==> config.mk <==
export PLATFORM = sky130hd
export DESIGN_NAME = alu_md_unit
export DESIGN_NICKNAME = d
export VERILOG_FILES = /design/src/rtl/md_pkg.sv /design/src/rtl/md_div_core.sv /design/src/rtl/alu_md_unit.sv
export SDC_FILE = /design/constraint.sdc
export NUM_CORES = 1
export LEC_CHECK = 0
export ABC_CLOCK_PERIOD_IN_PS = 8680
export CORE_MARGIN = 2
export CORE_UTILIZATION = 60
export CTS_CLUSTER_SIZE = 14
export DETAILED_ROUTE_END_ITERATION = 12
export PLACE_DENSITY = 0.82
export SLEW_MARGIN = 25
export SYNTH_ARGS = -nofsm -noshare
export SYNTH_HDL_FRONTEND = slang
export SYNTH_SLANG_ARGS = --single-unit
export TNS_END_PERCENT = 1
==> constraint.sdc <==
create_clock -name clk -period 8.68 [get_ports clk]
set_input_delay 2.604 -clock clk [delete_from_list [all_inputs] [get_ports clk]]
set_output_delay 2.604 -clock clk [all_outputs]
set_load 0.05 [all_outputs]
==> src/rtl/md_pkg.sv <==
// Shared encodings for the multiply/divide unit: md_op opcodes and FSM states.
package md_pkg;

   typedef enum logic [2:0] {
      MD_MULT  = 3'd0,
      MD_MULTU = 3'd1,
      MD_DIV   = 3'd2,
      MD_DIVU  = 3'd3,
      MD_MTHI  = 3'd4,
      MD_MTLO  = 3'd5
   } md_op_e;

   typedef enum logic [1:0] {
      S_IDLE = 2'd0,
      S_MUL  = 2'd1,
      S_DIV  = 2'd2
   } md_state_e;

endpackage

==> src/rtl/md_div_core.sv <==
// W-bit unsigned restoring divider, one quotient bit per iterate cycle.
// quo_next/rem_next expose the result of the current step so the caller can capture it on the last edge.
module md_div_core #(
   parameter int W = 32
) (
   input  logic         clk,
   input  logic         reset_n,
   input  logic         start,
   input  logic         iterate,
   input  logic [W-1:0] dividend,
   input  logic [W-1:0] divisor,
   output logic [W-1:0] quo_next,
   output logic [W-1:0] rem_next
);

   logic [W-1:0] quo;
   logic [W-1:0] rem;
   logic [W-1:0] dvs;
   logic [W:0]   shifted;
   logic [W:0]   diff;
   logic         fits;

   // Remainder stays below the divisor, so bit W of the difference is a clean borrow flag.
   always_comb begin
      shifted  = {rem, quo[W-1]};
      diff     = shifted - {1'b0, dvs};
      fits     = ~diff[W];
      rem_next = fits ? diff[W-1:0] : shifted[W-1:0];
      quo_next = {quo[W-2:0], fits};
   end

   always_ff @(posedge clk) begin
      if (!reset_n) begin
         quo <= '0;
         rem <= '0;
         dvs <= '0;
      end else if (start) begin
         quo <= dividend;
         rem <= '0;
         dvs <= divisor;
      end else if (iterate) begin
         quo <= quo_next;
         rem <= rem_next;
      end
   end

endmodule

==> src/rtl/alu_md_unit.sv <==
// Iterative multiply/divide unit writing HI/LO; shift-add multiplier here, restoring divider in md_div_core.
// Handshake: start is taken only while busy=0; done pulses for one cycle as HI/LO take the result; flush while busy drops the op.
module alu_md_unit
   import md_pkg::*;
#(
   parameter int W       = 32,
   parameter int MUL_LAT = W,
   parameter int DIV_LAT = W
) (
   input  logic         clk,
   input  logic         reset_n,
   input  logic         start,
   input  logic [2:0]   md_op,
   input  logic [W-1:0] a,
   input  logic [W-1:0] b,
   input  logic         flush,
   output logic         busy,
   output logic         done,
   output logic [W-1:0] hi,
   output logic [W-1:0] lo
);

   localparam int CW = $clog2(W) + 1;
   localparam logic [CW-1:0] MUL_LOAD = CW'(MUL_LAT - 1);
   localparam logic [CW-1:0] DIV_LOAD = CW'(DIV_LAT - 1);

   md_state_e      state;
   logic [CW-1:0]  cnt;
   logic [W-1:0]   mcand;
   logic [2*W-1:0] prod;
   logic           res_neg;
   logic           rem_neg;
   logic           div_zero;
   logic [W-1:0]   a_q;

   logic           signed_op;
   logic           a_neg;
   logic           b_neg;
   logic [W-1:0]   a_mag;
   logic [W-1:0]   b_mag;
   logic           div_start;
   logic [W:0]     mul_sum;
   logic [2*W-1:0] prod_next;
   logic [2*W-1:0] mul_res;
   logic [W-1:0]   quo_next;
   logic [W-1:0]   rem_next;
   logic [W-1:0]   quo_res;
   logic [W-1:0]   rem_res;

   // Both datapaths work on magnitudes; signs are latched at issue and applied on the final edge.
   always_comb begin
      signed_op = (md_op == MD_MULT) || (md_op == MD_DIV);
      a_neg     = signed_op & a[W-1];
      b_neg     = signed_op & b[W-1];
      a_mag     = a_neg ? -a : a;
      b_mag     = b_neg ? -b : b;
      div_start = (state == S_IDLE) && start && !flush &&
                  ((md_op == MD_DIV) || (md_op == MD_DIVU));

      mul_sum   = {1'b0, prod[2*W-1:W]} + (prod[0] ? {1'b0, mcand} : {(W+1){1'b0}});
      prod_next = {mul_sum, prod[W-1:1]};
      mul_res   = res_neg ? -prod_next : prod_next;

      quo_res   = div_zero ? {W{1'b1}} : (res_neg ? -quo_next : quo_next);
      rem_res   = div_zero ? a_q : (rem_neg ? -rem_next : rem_next);
   end

   md_div_core #(.W(W)) u_div (
      .clk      (clk),
      .reset_n  (reset_n),
      .start    (div_start),
      .iterate  (state == S_DIV),
      .dividend (a_mag),
      .divisor  (b_mag),
      .quo_next (quo_next),
      .rem_next (rem_next)
   );

   always_ff @(posedge clk) begin
      if (!reset_n) begin
         state    <= S_IDLE;
         cnt      <= '0;
         busy     <= 1'b0;
         done     <= 1'b0;
         hi       <= '0;
         lo       <= '0;
         mcand    <= '0;
         prod     <= '0;
         res_neg  <= 1'b0;
         rem_neg  <= 1'b0;
         div_zero <= 1'b0;
         a_q      <= '0;
      end else begin
         done <= 1'b0;
         case (state)
            S_IDLE: begin
               if (start && !flush) begin
                  case (md_op)
                     MD_MULT, MD_MULTU: begin
                        state   <= S_MUL;
                        busy    <= 1'b1;
                        cnt     <= MUL_LOAD;
                        mcand   <= a_mag;
                        prod    <= {{W{1'b0}}, b_mag};
                        res_neg <= a_neg ^ b_neg;
                     end
                     MD_DIV, MD_DIVU: begin
                        state    <= S_DIV;
                        busy     <= 1'b1;
                        cnt      <= DIV_LOAD;
                        res_neg  <= a_neg ^ b_neg;
                        rem_neg  <= a_neg;
                        div_zero <= (b == '0);
                        a_q      <= a;
                     end
                     MD_MTHI: hi <= a;
                     MD_MTLO: lo <= a;
                     default: ;
                  endcase
               end
            end
            S_MUL: begin
               if (flush) begin
                  state <= S_IDLE;
                  busy  <= 1'b0;
               end else begin
                  prod <= prod_next;
                  if (cnt == '0) begin
                     {hi, lo} <= mul_res;
                     state    <= S_IDLE;
                     busy     <= 1'b0;
                     done     <= 1'b1;
                  end else begin
                     cnt <= cnt - 1'b1;
                  end
               end
            end
            S_DIV: begin
               if (flush) begin
                  state <= S_IDLE;
                  busy  <= 1'b0;
               end else if (cnt == '0) begin
                  hi    <= rem_res;
                  lo    <= quo_res;
                  state <= S_IDLE;
                  busy  <= 1'b0;
                  done  <= 1'b1;
               end else begin
                  cnt <= cnt - 1'b1;
               end
            end
            default: begin
               state <= S_IDLE;
               busy  <= 1'b0;
            end
         endcase
      end
   end

endmodule

==> After elaboration in Yosys (flattened, before gate mapping) <==
Index checks and enable logic that the tools add are counted.
{ "word_totals": {"input_bits": 71, "word_cells": 124, "ff_bits": 301} }
{ "classes": {"mux": 45, "n_addsub": 8, "n_reduce_logical": 30, "eq_ne": 20, "bitwise": 6} }
{ "ops": {"columns": ["op", "count"], "rows": [
  ["2-to-1 mux 32 bit", 22],
  ["2-to-1 mux 64 bit", 4],
  ["case mux 32 bit (3 select lines)", 2],
  ["negation 32 bit", 4],
  ["case mux 64 bit (2 select lines)", 1],
  ["negation 64 bit", 1],
  ["adder 32 x 32 -> 33 bit", 1],
  ["subtractor 33 x 32 -> 33 bit", 1],
  ["logical NOT 32 bit", 1],
  ["2-to-1 mux 6 bit", 4],
  ["AND reduction 3 bit", 5],
  ["!= test 2 bit (second input constant)", 7],
  ["AND reduction 7 bit", 2],
  ["case mux 6 bit (2 select lines)", 1],
  ["!= test 2 x 1 -> 1 bit (second input constant)", 4],
  ["case mux 2 bit (2 select lines)", 2],
  ["OR reduction 2 bit", 4],
  ["equality test 3 x 2 -> 1 bit (second input constant)", 2],
  ["equality test 3 bit (second input constant)", 2],
  ["logical NOT 6 bit", 1],
  ["2-to-1 mux 2 bit", 3],
  ["!= test 3 x 1 -> 1 bit (second input constant)", 2],
  ["nonzero test 2 bit", 3],
  ["subtractor 6 x 1 -> 6 bit (second input constant)", 1],
  ["other kinds (18)", 29]
]} }

==> Logic depth before layout (Yosys ltp) <==
{ "logic_depth": {"word_depth": 8, "mapped_depth": 25} }

==> Cells and area by module <==
A second synthesis with hierarchy kept.
{ "unflattened": {"cells_unflattened": 2836, "area_unflattened_um2": 21630.7} }
{ "by_module_without_submodules": {"columns": ["mod", "n_inst", "area_per_inst_um2", "cells_per_inst"], "rows": [
  ["alu_md_unit", 1, 15088.2, 2060],
  ["md_div_core", 1, 6542.5, 776]
]} }

==> Worst setup path before layout <==
Ideal clock, no wire load.
{ "synth_timing": {"path_kind": "reg-to-reg", "startpoint": "register u_div.quo[31]", "endpoint": "register hi[24]", "slack_ns": 3.703, "path_stages_with_launch": 25, "t_required_ns": 8.610, "period_less_slack_ns": 4.977, "arrival_ns": 4.907, "cell_sequence": "dfxtp_1 inv_1 ha_1 fa_1 nor2b_1 o31a_1 o2111ai_2 a211o_1 o211a_1 inv_1 clkbuf_1 clkbuf_1 buf_1 nor2_1 a21oi_1 ha_1 nand2_1 nor4_1 nand4_1 and2_1 a2111oi_0 a31oi_1 xnor2_1 nand2_1 a21oi_1"} }
{ "synth_via": {"elab_chain_len": 8} }
{ "synth_lines": {"columns": ["item", "line_no", "source"], "rows": [
  ["from (decl)", "md_div_core.sv:16", "logic [W-1:0] quo;"],
  ["from (signal assigned)", "md_div_core.sv:38", "quo <= dividend;"],
  ["from (signal assigned)", "md_div_core.sv:42", "quo <= quo_next;"],
  ["subtractor 33 x 32 -> 33 bit", "md_div_core.sv:26", "diff = shifted - {1'b0, dvs};"],
  ["2-to-1 mux 32 bit *", "md_div_core.sv:28", "rem_next = fits ? diff[W-1:0] : shifted[W-1:0];"],
  ["negation 32 bit", "alu_md_unit.sv:65", "rem_res = div_zero ? a_q : (rem_neg ? -rem_next : rem_next);"],
  ["2-to-1 mux 32 bit * (2 in series)", "alu_md_unit.sv:65", null],
  ["2-to-1 mux 32 bit *", "alu_md_unit.sv:142", "end else if (cnt == '0) begin"],
  ["2-to-1 mux 32 bit *", "alu_md_unit.sv:139", "if (flush) begin"],
  ["case mux 32 bit (3 select lines) *", "alu_md_unit.sv:95", "case (state)"],
  ["to (signal assigned)", "alu_md_unit.sv:129", "{hi, lo} <= mul_res;"],
  ["to (signal assigned)", "alu_md_unit.sv:143", "hi <= rem_res;"],
  ["to (decl)", "alu_md_unit.sv:19", "output logic [W-1:0] hi,"]
]} }
Every way passes the cells marked *; elsewhere a longest branch is shown, timed or not. The select of a mux whose other input is x is not followed.
A chain may end at the register's enable or synchronous reset.

==> Worst setup path in the final report <==
Ends and elaborated chain as after synthesis.

==> flow_summary_export.csv <==
group,metric,value,unit
route,firstDrtPassIters,6,
pwr,p_leak,0.008833,uW
cts,post_cts_resized,0,
timing,final.setup.worst_slack,2.752,ns
critical_path,worst_ep_required_time,9.15,ns
yosys,synth_area,21640,um^2
cts,h-tree-depth,2,
floorplan,core,35570,um^2
final_layout,drive_gt1_frac,0.04394,
cts,clk-insertion-delay-late,0.54,ns
timing,finalHoldViolCount,0,
critical_path,r2r_end,"hi[24]",
timing,rsz0062_at_grt,"no",
place,portBuffers,136,
timing,fmax,168.7,MHz
critical_path,slowest_stage,"a2111oi_0",
cts,cts_tree,"built",
final_layout,antenna_cells,0,
pwr,p_comb_frac,0.273,
timing,relSlewSlack,0.2788,
route,vias,23120,
grt,grt_pass1_vias,21040,
timing,final.min_clock_period,5.928,ns
grt,grt_usage,0.3902,
grt,grt.overflow.total,0,
route,post_drt_wl_per_cell,22.21,um
floorplan,start_util,0.6085,
final_layout,stdcell_count,3442,
route,drt_iter0_drc,2763,
place,dp_slack,2.715,ns
yosys,ys_seq_elements,301,
floorplan,die_y,193.9,um
critical_path,cp_cell_sequence,"inv_1 -> ha_1 -> fa_1 -> nor2b_1 -> o31a_1 -> o2111ai_2 -> a211o_1 -> o211a_2 -> inv_1 -> buf_4 -> nor2_1 -> a21oi_1 -> ha_1 -> nand2_1 -> nor4_1 -> nand4_1 -> and2_1 -> a2111oi_0 -> a31oi_1 -> xnor2_1 -> nand2_1 -> a21oi_1",
critical_path,cp_max_fo,44,
critical_path,crit_end,"hi[24]",
worst_hold_path,holdCritPathClass,"flip-flop to flip-flop",
pwr,ir_worst_vdd,0.0001685,V
run_status,status,"complete, no violations",
route,antenna_left,0,
cts,cts_setup_buffers,0,
critical_path,max_stage_delay,0.56,ns
yosys,synth-seq-area-share,0.2784,
yosys,ys.warnings.count,0,
yosys,netlist_instances,2968,
timing,finalSetupViolations,0,
pwr,pwr-share-seq,0.350,
place,dp_cells,3378,
floorplan,core.rowCount,69,
cts,numCtsBuffers,35,
yosys,synthFlopType,"dfxtp_1",
grt,grt_antenna_before_repair,0,
floorplan,fp.dieArea,37610,um^2
pwr,clockPowerShare,0.377,
yosys,synth_edf_count,0,
critical_path,endpoint_kind,"flip-flop",
floorplan,fp.dieW,193.9,um
place,dp.final_hpwl,55520,um
route,drc,0,
floorplan,ios,137,
pwr,powerDensity,172.9,nW/um^2
yosys,yosys.cell_types.count,80,
timing,setup-tns-final,0,ns
final_layout,nNetsFinal,3103,
critical_path,cp.arrival,6.40,ns
cts,cts.clk_slew.worst_paths,0.06,ns
yosys,synth_async_sr_flop_share,0,
timing,slew_violations,0,
critical_path,reg2reg_depth,22,
timing,fin_crit_sh,0.6829,
cts,cts_sinks,301,
route,wirelength,76450,um
critical_path,criticalPathCategory,"flip-flop to flip-flop",
timing,tightest_slew,1.082,ns
cts,cts_root_buffer,"clkbuf_16",
grt,grt_max_degree,165,
cts,cts_buffer_depth,3,
critical_path,setup.worst_path.start_class,"flip-flop",
route,via_per_inst,6.716,
pwr,switchingPower,1441,uW
place,gp_congestion,0.9790,
critical_path,startpoint,"u_div.quo[31]",
cts,postCtsHoldBufs,0,
timing,timing.hold.ws,0.4548,ns
final_layout,area_growth,12.05,%
timing,clock_skew,0.01534,ns
pwr,internal_power,2753,uW
grt,grt_pass1_wl,118200,um
yosys,syn-num-nets,3116,
critical_path,r2r-start,"u_div.quo[31]",
yosys,synth.avg_cell_area,7.293,um^2
final_layout,utilization,0.6818,
critical_path,rrSetupSlack,2.75,ns
pwr,netSwitchingFraction,0.3435,
run,cap_violations,0,
cells in the mapped netlist (all sizes together) (12+ instances only):
| cell | number | area (um^2) |
|---|---|---|
| a211oi | 173 | 1304 |
| a21o | 25 | 187.7 |
| a21oi | 282 | 1415 |
| a221oi | 16 | 146.4 |
| a22oi | 32 | 240.2 |
| a311oi | 13 | 113.9 |
| a31oi | 20 | 125.1 |
| and2 | 64 | 400.4 |
| and3 | 24 | 150.1 |
| buf | 16 | 65.06 |
| clkbuf | 195 | 732.0 |
| dfxtp | 301 | 6026 |
| ha | 75 | 938.4 |
| inv | 76 | 285.3 |
| mux2i | 24 | 240.2 |
| nand2 | 359 | 1348 |
| nand2b | 23 | 143.9 |
| nand3 | 45 | 225.2 |
| nand4 | 15 | 93.84 |
| nor2 | 300 | 1129 |
| nor2b | 44 | 275.3 |
| nor3 | 68 | 340.3 |
| nor4 | 34 | 225.2 |
| o211ai | 32 | 240.2 |
| o21a | 19 | 142.6 |
| o21ai | 217 | 1086 |
| o21bai | 12 | 90.09 |
| o31ai | 42 | 315.3 |
| o41ai | 17 | 148.9 |
| or2 | 18 | 112.6 |
| or3 | 28 | 175.2 |
| or4 | 22 | 168.9 |
| xnor2 | 151 | 1323 |
| xor2 | 58 | 508.0 |
metal layers:
layer / GRT usage / up-vias / wire length [um]
li1: - / 10710 / -
met1: 0.5405 / 10810 / 32110
met2: 0.6030 / 1357 / 33110
met3: 0.05931 / 240 / 7427
met4: 0.1714 / 0 / 3796
met5: 0 / - / 0
worst max-delay path, delay by kind of cell (launching register included):
kind | cells | cell delay [ns]
compound gates | 8 | 2.17
simple gates | 7 | 1.42
fa+ha+maj | 3 | 0.94
buf+inv | 3 | 0.69
flops | 1 | 0.45
xor+xnor | 1 | 0.18
area by class of cell:
cell class                 count  area [um^2]
tap                          461        576.8
clock inverter                15        191.4
clock buffer                  48         1015
timing repair buffer         161         1569
fill                        3036        11320
sequential                   301         6027
multi-input combinational   2378        14570
inverter                      78        300.3
power groups by stage:
stage,registers (uW),clock network [uW],logic (uW)
2_1_floorplan,1520,0,743
3_3_place_gp,1490,0,1080
3_5_place_dp,1490,0,1100
4_1_cts,1460,1580,1110
5_1_grt,1470,1640,1220
6_report,1470,1580,1150
layout by cell type, fill, tap and decap left out, drive strengths merged, types with 8 or more instances in the layout:
cell,count
nand2,359
dfxtp,301
nor2,300
a21oi,282
o21ai,217
a211oi,173
xnor2,151
clkdlybuf4s50,136
inv,79
ha,75
nor3,68
and2,64
xor2,58
clkbuf,48
nand3,45
nor2b,44
o31ai,42
nor4,34
o211ai,32
a22oi,32
or3,28
a21o,25
buf,25
and3,24
mux2i,24
nand2b,23
or4,22
a31oi,20
o21a,19
or2,18
o41ai,17
a221oi,16
nand4,15
a311oi,13
o21bai,12
a221o,10
o2111ai,10
clkinv,8
worst min-delay path by stage:
stage	end	cells after the start	start
after floorplan	a_q[26]	2	a_q[26]
after global placement	a_q[26]	2	a_q[26]
after detailed placement	a_q[25]	2	a_q[25]
final	a_q[25]	2	a_q[25]
after CTS	a_q[25]	2	a_q[25]
after global routing	a_q[10]	2	a_q[10]
metrics by stage:
| step | total power [uW] | cell area [um^2] |
|---|---|---|
| final | 4194 | 24250 |
| after global routing | 4333 | 24250 |
| after CTS | 4155 | 24220 |
| after detailed placement | 2597 | 23020 |
| after global placement | 2576 | 23020 |
| after floorplan | 2260 | 21640 |
logic make-up (layout without fill, tap and decap cells):
logic type | after synthesis | count (layout) | synth area share
multiplexers | 30 | 30 | 0.01422
flip-flops | 301 | 301 | 0.2784
AO/OA/AOI/OAI | 990 | 990 | 0.2954
AND/OR/NAND/NOR | 1072 | 1072 | 0.2319
XOR/XNOR | 209 | 209 | 0.08457
buffers and inverters | 289 | 302 | 0.05035
adder cells (fa/ha/maj) | 77 | 77 | 0.04520
sequential cells by signal, indices dropped and copies added (netlist names), 2 cells and up:
signal,count
u_div.dvs,32
state,2
u_div.rem,32
cnt,6
u_div.quo,32
mcand,32
hi,32
prod,64
lo,32
a_q,32
Note: power is estimated with default switching activity, not from simulation.
